$ cat config.mk
export PLATFORM = sky130hd
export DESIGN_NAME = core_id_pipe_ctrl_flat
export DESIGN_NICKNAME = d
export VERILOG_FILES = /design/src/rtl/core_id_pipe_ctrl_if.sv /design/src/rtl/core_id_pipe_ctrl.sv /design/src/flat_wrapper.sv
export SDC_FILE = /design/constraint.sdc
export NUM_CORES = 1
export LEC_CHECK = 0
export BUFFER_PORTS_ARGS = -buffer_cell sky130_fd_sc_hd__buf_2
export CORE_AREA = 2 2 154 156
export CTS_CLUSTER_DIAMETER = 80
export DETAILED_ROUTE_END_ITERATION = 10
export DIE_AREA = 0 0 156 158
export PLACE_DENSITY_LB_ADDON = 0.08
export SYNTH_ARGS = -nofsm -noshare
export SYNTH_HDL_FRONTEND = slang
export SYNTH_SLANG_ARGS = --single-unit
$ cat constraint.sdc
create_clock -name clk -period 4 [get_ports clk]
set_input_delay 0 -clock clk [delete_from_list [all_inputs] [get_ports clk]]
set_output_delay 0 -clock clk [all_outputs]
set_load 0.05 [all_outputs]
$ cat src/rtl/core_id_pipe_ctrl_if.sv
// rtl/core_id_pipe_ctrl_if.sv - IF-side and EX-side handshake/payload bundle for the ID stage
interface core_id_pipe_ctrl_if #(
  parameter int PC_W   = 32,
  parameter int INST_W = 32
);
  logic              valid_in;
  logic              ready_in;
  logic [PC_W-1:0]   i_pc;
  logic [INST_W-1:0] i_inst;
  logic              i_branch_pred;
  logic              valid_out;
  logic              ready_out;
  logic [PC_W-1:0]   o_pc;
  logic [INST_W-1:0] o_inst;
  logic              o_branch_pred;

  modport master (
    output valid_in, i_pc, i_inst, i_branch_pred, ready_out,
    input  ready_in, valid_out, o_pc, o_inst, o_branch_pred
  );

  modport slave (
    input  valid_in, i_pc, i_inst, i_branch_pred, ready_out,
    output ready_in, valid_out, o_pc, o_inst, o_branch_pred
  );
endinterface

$ cat src/rtl/core_id_pipe_ctrl.sv
// rtl/core_id_pipe_ctrl.sv - ID-stage pipeline register with skid entry, RAW forwarding and hazard stall control
module core_id_pipe_ctrl #(
  parameter int XLEN    = 32,
  parameter int PC_W    = 32,
  parameter int INST_W  = 32,
  parameter int RFIDX_W = 5,
  parameter int NUM_FWD = 3,
  parameter int SKID    = 1
) (
  input  logic                       clk,
  input  logic                       rst_n,
  input  logic                       flush,
  core_id_pipe_ctrl_if.slave         bus,
  input  logic                       dec_rs1_ren,
  input  logic                       dec_rs2_ren,
  input  logic [XLEN-1:0]            rs1_dat,
  input  logic [XLEN-1:0]            rs2_dat,
  input  logic [NUM_FWD*RFIDX_W-1:0] fwd_rd_idx,
  input  logic [NUM_FWD-1:0]         fwd_rd_wen,
  input  logic [NUM_FWD-1:0]         fwd_rd_rdy,
  input  logic [NUM_FWD*XLEN-1:0]    fwd_dat,
  output logic [XLEN-1:0]            o_rs1_dat,
  output logic [XLEN-1:0]            o_rs2_dat,
  output logic [15:0]                o_stall_cnt
);

  logic              valid_q;
  logic [PC_W-1:0]   pc_q;
  logic [INST_W-1:0] inst_q;
  logic              pred_q;

  logic              skid_v;
  logic [PC_W-1:0]   skid_pc;
  logic [INST_W-1:0] skid_inst;
  logic              skid_pred;

  logic [RFIDX_W-1:0] rs1_idx;
  logic [RFIDX_W-1:0] rs2_idx;
  logic               haz1;
  logic               haz2;
  logic               hazard;
  logic               valid_out;
  logic               adv;
  logic               load;
  logic               ready_int;
  logic               accept;
  logic               in_to_main;
  logic               in_to_skid;

  assign rs1_idx = inst_q[15 +: RFIDX_W];
  assign rs2_idx = inst_q[20 +: RFIDX_W];

  // Operand select: scan oldest to youngest so the youngest matching producer wins
  always_comb begin
    o_rs1_dat = rs1_dat;
    o_rs2_dat = rs2_dat;
    haz1      = 1'b0;
    haz2      = 1'b0;
    for (int k = NUM_FWD - 1; k >= 0; k--) begin
      if (dec_rs1_ren && (rs1_idx != '0) && fwd_rd_wen[k] &&
          (fwd_rd_idx[k*RFIDX_W +: RFIDX_W] == rs1_idx)) begin
        o_rs1_dat = fwd_dat[k*XLEN +: XLEN];
        haz1      = ~fwd_rd_rdy[k];
      end
      if (dec_rs2_ren && (rs2_idx != '0) && fwd_rd_wen[k] &&
          (fwd_rd_idx[k*RFIDX_W +: RFIDX_W] == rs2_idx)) begin
        o_rs2_dat = fwd_dat[k*XLEN +: XLEN];
        haz2      = ~fwd_rd_rdy[k];
      end
    end
  end

  assign hazard    = valid_q & (haz1 | haz2);
  assign valid_out = valid_q & ~hazard & ~flush;
  assign adv       = valid_out & bus.ready_out;
  assign load      = ~valid_q | adv;

  // With a skid entry, ready_in depends only on state; without it, it follows ready_out combinationally
  assign ready_int  = (SKID != 0) ? ~skid_v : (~valid_q | (bus.ready_out & ~hazard));
  assign accept     = bus.valid_in & ready_int & ~flush;
  assign in_to_main = accept & load & ~skid_v;
  assign in_to_skid = (SKID != 0) & accept & ~in_to_main;

  assign bus.ready_in      = ready_int;
  assign bus.valid_out     = valid_out;
  assign bus.o_pc          = pc_q;
  assign bus.o_inst        = inst_q;
  assign bus.o_branch_pred = pred_q;

  // Main register: skid entry has priority over new input to keep program order
  always_ff @(posedge clk or negedge rst_n) begin
    if (!rst_n) begin
      valid_q <= 1'b0;
      pc_q    <= '0;
      inst_q  <= '0;
      pred_q  <= 1'b0;
    end else if (flush) begin
      valid_q <= 1'b0;
    end else if (load) begin
      if (skid_v) begin
        valid_q <= 1'b1;
        pc_q    <= skid_pc;
        inst_q  <= skid_inst;
        pred_q  <= skid_pred;
      end else if (in_to_main) begin
        valid_q <= 1'b1;
        pc_q    <= bus.i_pc;
        inst_q  <= bus.i_inst;
        pred_q  <= bus.i_branch_pred;
      end else begin
        valid_q <= 1'b0;
      end
    end
  end

  // Skid entry: captures an accept that cannot go straight to main, empties when main takes it
  always_ff @(posedge clk or negedge rst_n) begin
    if (!rst_n) begin
      skid_v    <= 1'b0;
      skid_pc   <= '0;
      skid_inst <= '0;
      skid_pred <= 1'b0;
    end else if (flush) begin
      skid_v <= 1'b0;
    end else if (in_to_skid) begin
      skid_v    <= 1'b1;
      skid_pc   <= bus.i_pc;
      skid_inst <= bus.i_inst;
      skid_pred <= bus.i_branch_pred;
    end else if (skid_v && load) begin
      skid_v <= 1'b0;
    end
  end

  // Saturating count of cycles a held instruction waits on a pending producer
  always_ff @(posedge clk or negedge rst_n) begin
    if (!rst_n) begin
      o_stall_cnt <= '0;
    end else if (hazard && (o_stall_cnt != 16'hFFFF)) begin
      o_stall_cnt <= o_stall_cnt + 16'd1;
    end
  end

endmodule

$ cat src/flat_wrapper.sv
// flat-port wrapper written by rule: the top's interface ports become plain ports
module core_id_pipe_ctrl_flat 
#(
  parameter int XLEN    = 32,
  parameter int PC_W    = 32,
  parameter int INST_W  = 32,
  parameter int RFIDX_W = 5,
  parameter int NUM_FWD = 3,
  parameter int SKID    = 1
)
  (clk, rst_n, flush, dec_rs1_ren, dec_rs2_ren, rs1_dat, rs2_dat, fwd_rd_idx, fwd_rd_wen, fwd_rd_rdy, fwd_dat, o_rs1_dat, o_rs2_dat, o_stall_cnt, bus_valid_in, bus_i_pc, bus_i_inst, bus_i_branch_pred, bus_ready_out, bus_ready_in, bus_valid_out, bus_o_pc, bus_o_inst, bus_o_branch_pred);
  core_id_pipe_ctrl_if #(.PC_W(PC_W), .INST_W(INST_W)) bus_i ();
  input  logic clk;
  input  logic rst_n;
  input  logic flush;
  input  logic dec_rs1_ren;
  input  logic dec_rs2_ren;
  input  logic [XLEN-1:0] rs1_dat;
  input  logic [XLEN-1:0] rs2_dat;
  input  logic [NUM_FWD*RFIDX_W-1:0] fwd_rd_idx;
  input  logic [NUM_FWD-1:0] fwd_rd_wen;
  input  logic [NUM_FWD-1:0] fwd_rd_rdy;
  input  logic [NUM_FWD*XLEN-1:0] fwd_dat;
  output logic [XLEN-1:0] o_rs1_dat;
  output logic [XLEN-1:0] o_rs2_dat;
  output logic [15:0] o_stall_cnt;
  input wire logic [$bits(bus_i.valid_in)-1:0] bus_valid_in;
  input wire logic [$bits(bus_i.i_pc)-1:0] bus_i_pc;
  input wire logic [$bits(bus_i.i_inst)-1:0] bus_i_inst;
  input wire logic [$bits(bus_i.i_branch_pred)-1:0] bus_i_branch_pred;
  input wire logic [$bits(bus_i.ready_out)-1:0] bus_ready_out;
  output wire logic [$bits(bus_i.ready_in)-1:0] bus_ready_in;
  output wire logic [$bits(bus_i.valid_out)-1:0] bus_valid_out;
  output wire logic [$bits(bus_i.o_pc)-1:0] bus_o_pc;
  output wire logic [$bits(bus_i.o_inst)-1:0] bus_o_inst;
  output wire logic [$bits(bus_i.o_branch_pred)-1:0] bus_o_branch_pred;
  assign bus_i.valid_in = bus_valid_in;
  assign bus_i.i_pc = bus_i_pc;
  assign bus_i.i_inst = bus_i_inst;
  assign bus_i.i_branch_pred = bus_i_branch_pred;
  assign bus_i.ready_out = bus_ready_out;
  assign bus_ready_in = bus_i.ready_in;
  assign bus_valid_out = bus_i.valid_out;
  assign bus_o_pc = bus_i.o_pc;
  assign bus_o_inst = bus_i.o_inst;
  assign bus_o_branch_pred = bus_i.o_branch_pred;
  core_id_pipe_ctrl #(.XLEN(XLEN), .PC_W(PC_W), .INST_W(INST_W), .RFIDX_W(RFIDX_W), .NUM_FWD(NUM_FWD), .SKID(SKID)) u_core (.clk(clk), .rst_n(rst_n), .flush(flush), .bus(bus_i), .dec_rs1_ren(dec_rs1_ren), .dec_rs2_ren(dec_rs2_ren), .rs1_dat(rs1_dat), .rs2_dat(rs2_dat), .fwd_rd_idx(fwd_rd_idx), .fwd_rd_wen(fwd_rd_wen), .fwd_rd_rdy(fwd_rd_rdy), .fwd_dat(fwd_dat), .o_rs1_dat(o_rs1_dat), .o_rs2_dat(o_rs2_dat), .o_stall_cnt(o_stall_cnt));
endmodule
==> impl_metrics.env <==
export IMPL_grt_use_total_pct=22.43
export IMPL_io_pins=400
export IMPL_die_area_sq_um=24650
export IMPL_swShare_pct=35.95
export IMPL_netlist_instances=765
export IMPL_netlist_area_sq_um=9099
export IMPL_ys_seq_elements=148
export IMPL_antenna_found_initial=14
export IMPL_drive_gt1_share_pct=57.59
export IMPL_drt_wl_total_microns=28720
export IMPL_slew_headroom_pct=38.51
export IMPL_switchingPower_mw=2.158
export IMPL_crit_chain="or4_1 -> o21ai_0 -> or4_1 -> mux2i_1 -> a221o_1 -> or3b_1 -> a21o_4 -> buf_12 -> mux2_4"
export IMPL_fin_nets=1468
export IMPL_maxSlewViolCount=0
export IMPL_initial_core_util_pct=39.47
export IMPL_p_int_mw=3.845
export IMPL_yosysSeqAreaShare_pct=40.70
export IMPL_p_per_area_nw_per_um2=471.5
export IMPL_path_max_fanout=38
export IMPL_clkLatencyLatePin_ns=0.41
export IMPL_synth_cell_types=35
export IMPL_final_common_cell="buf_2"
export IMPL_hpwlAfterDp_microns=21200
export IMPL_combPwrFrac_pct=36.1
export IMPL_rsz0062_at_grt="no"
export IMPL_cts_tree="yes"
export IMPL_start_kind="flip-flop"
export IMPL_die_x_microns=156
export IMPL_clkPwrFrac_pct=28.8
export IMPL_post_cts_buffers=0
export IMPL_clockRootBuffer="clkbuf_16"
export IMPL_grt_start_max_net_pins=99
export IMPL_yosys_top_cells_area="dfrtp_1, mux2_2, mux2_4"
export IMPL_fin_cells=1530
export IMPL_dieHeight_microns=158
export IMPL_synthDominantCellAreaShare_pct=40.70
export IMPL_grt_pass1_vias=7646
export IMPL_rows=56
export IMPL_fmax_mhz=287.5
export IMPL_wl_per_cell_microns=18.77
export IMPL_yosys_area_top_type="dfrtp_1"
export IMPL_via_per_inst=5.012
export IMPL_drc=0
export IMPL_grt_ovfl_total=0
export IMPL_cts_sinks=148
export IMPL_crit_top_cell="or4_1"
export IMPL_reg2reg_depth=9
export IMPL_vias=7668
export IMPL_hp_class="in -> reg"
export IMPL_core_area_sq_um=23050
export IMPL_power_mw=6.003
export IMPL_num_fill_cells=2068
export IMPL_period_needed_ns=3.479
export IMPL_skew_ns=0.007489
export IMPL_worst_pin_slew_ns=0.9223
export IMPL_clk_pin_slew_ns=0.06
export IMPL_dp_cells=1416
export IMPL_grt_pass1_wl_microns=42530
export IMPL_worstHoldPathCells=4
export IMPL_status="finished clean"
export IMPL_port_buffers=399
export IMPL_layout_common_cells="buf_2, mux2_2, dfrtp_1, dlygate4sd3_1"
export IMPL_leakage_nw=6.110
export IMPL_slowest_delay_ns=0.56
export IMPL_drtAntennaViolNets=0
export IMPL_cts_max_level=4
export IMPL_drt_pre_antenna_iters=5
export IMPL_synth_avg_cell_area_sq_um=11.89
export IMPL_required_ns=4.29
export IMPL_power_share_sequential_pct=35.1
export IMPL_syn_to_final_growth_pct=39.93
export IMPL_yosys_most_used_dff="dfrtp_1"
export IMPL_hold_viol_final=0
export IMPL_cap_violations=0
export IMPL_critical_path_class="reg -> reg"
export IMPL_synth_warnings=0
export IMPL_gp_congestion=0.8239
export IMPL_synthArstFlopShare_pct=100.0
export IMPL_fin_setup_tns_ns=0
export IMPL_cts_path_max_buffers=2
export IMPL_crit_slowest_cell="or4_1"
export IMPL_setup_viol=0
export IMPL_drtIter0Drc=338
export IMPL_arrival_ns=3.77
export IMPL_synth_fp_nets=1019
export IMPL_post_route_period_util_pct=86.96
export IMPL_worstSetupEndpointType="flip-flop"
export IMPL_ir_worst_vdd_uv=350.0
export IMPL_cts_buffers=17
export IMPL_synth_edff_count=0
## routing by layer
metal  vias up  routed length [microns]  part of all wire, %  track usage, %
met5         -                       41                 0.14               0
met4         6                      728                  2.5           9.655
met3        49                     1855                  6.5           5.338
met2       251                    14500                   50           38.73
met1      3687                    11590                   40           26.78
li1       3675                        -                    -               -
## cell usage after synthesis (all sizes together), types with 2 or more instances
| master | count |
|---|---|
| mux2 | 259 |
| dfrtp | 148 |
| mux2i | 68 |
| nor2 | 68 |
| a21oi | 65 |
| clkbuf | 27 |
| buf | 25 |
| xnor2 | 22 |
| xor2 | 22 |
| nand4 | 12 |
| and3 | 7 |
| nand2 | 6 |
| nand3 | 6 |
| nor4 | 6 |
| and2 | 3 |
| inv | 3 |
| and4 | 2 |
| o21ai | 2 |
| or4 | 2 |
## timing repair
action | in CTS | in global routing
hold endpoints to repair | 228 | 0
resized for setup | 0 | 0
setup endpoints to repair | 0 | 0
hold buffers | 69 | 0
## area by class of cell
| class | instances | area, sq um | area share, % |
|---|---|---|---|
| antenna | 14 | 35.03 | 0.2752 |
| clock buffer | 23 | 498.0 | 3.911 |
| clock inverter | 8 | 146.4 | 1.150 |
| inverter | 3 | 11.26 | 0.08844 |
| multi-input combinational | 562 | 5150 | 40.45 |
| sequential | 148 | 3705 | 29.10 |
| tap | 290 | 362.8 | 2.850 |
| timing repair buffer | 482 | 2824 | 22.18 |
## power groups by stage
stage               Sequential (mW)  Clock (mW)  Combinational [mW]
global route                   2.16        1.84                2.30
floorplan                      2.69           0               0.976
CTS                            2.11        1.77                2.19
global placement               2.12           0                2.11
detailed placement             2.12           0                2.13
finish                         2.11        1.73                2.17
## worst max-delay path: cells and delay by family (launching register included)
| kind | cells | cell delay (ns) |
|---|---|---|
| multiplexers | 2 | 0.38 |
| AO/OA/AOI/OAI | 3 | 1.01 |
| AND/OR/NAND/NOR | 3 | 1.18 |
| flip-flops | 1 | 0.44 |
| buffers and inverters | 1 | 0.29 |
## path summary, 6_finish.rpt
path | from | endpoint | slack, ns
worst min-delay path | bus_ready_out | u_core.skid_v | 0.11
min in group asynchronous | rst_n | u_core.bus.o_pc[21] | 0.25
worst min register to register | u_core.o_stall_cnt[8] | u_core.o_stall_cnt[8] | 0.48
worst max register to register | u_core.bus.o_inst[16] | u_core.bus.o_inst[22] | 0.52
max in group asynchronous | rst_n | u_core.skid_pc[0] | 2.78
worst max-delay path | u_core.bus.o_inst[16] | u_core.bus.o_inst[22] | 0.52
## stage by stage
stage | area, sq um | hold slack [ns] | setup slack, ns | util (%)
2_1_floorplan | 9099 | -0.2956 | 0.6748 | -
3_3_place_gp | 11360 | 0.1916 | 0.5465 | 49.29
6_report | 12730 | 0.1136 | 0.5214 | 55.23
5_1_grt | 12720 | 0.1773 | 0.3316 | 55.20
3_5_place_dp | 11360 | 0.1853 | 0.5120 | 49.29
4_1_cts | 12700 | 0.09239 | 0.5132 | 55.08
## kinds of logic after synthesis
family	after synthesis	synth area share, %
AOI/OAI and AO/OA	73	4.236
buffers and inverters	55	3.012
and+or+nand+nor	117	6.119
xor gates and xnor gates	44	4.235
DFF	148	40.70
adders and majority gates	1	0.1375
muxes	327	41.56
## state kept, by name, indices dropped and copies added (netlist names)
| signal | cells |
|---|---|
| u_core.skid_v | 1 |
| u_core.skid_pred | 1 |
| u_core.bus.o_pc | 32 |
| u_core.bus.o_branch_pred | 1 |
| u_core.skid_pc | 32 |
| u_core.o_stall_cnt | 16 |
| u_core.bus.o_inst | 32 |
| u_core.skid_inst | 32 |
| u_core.valid_q | 1 |
Note: power is estimated with default switching activity, not from simulation.
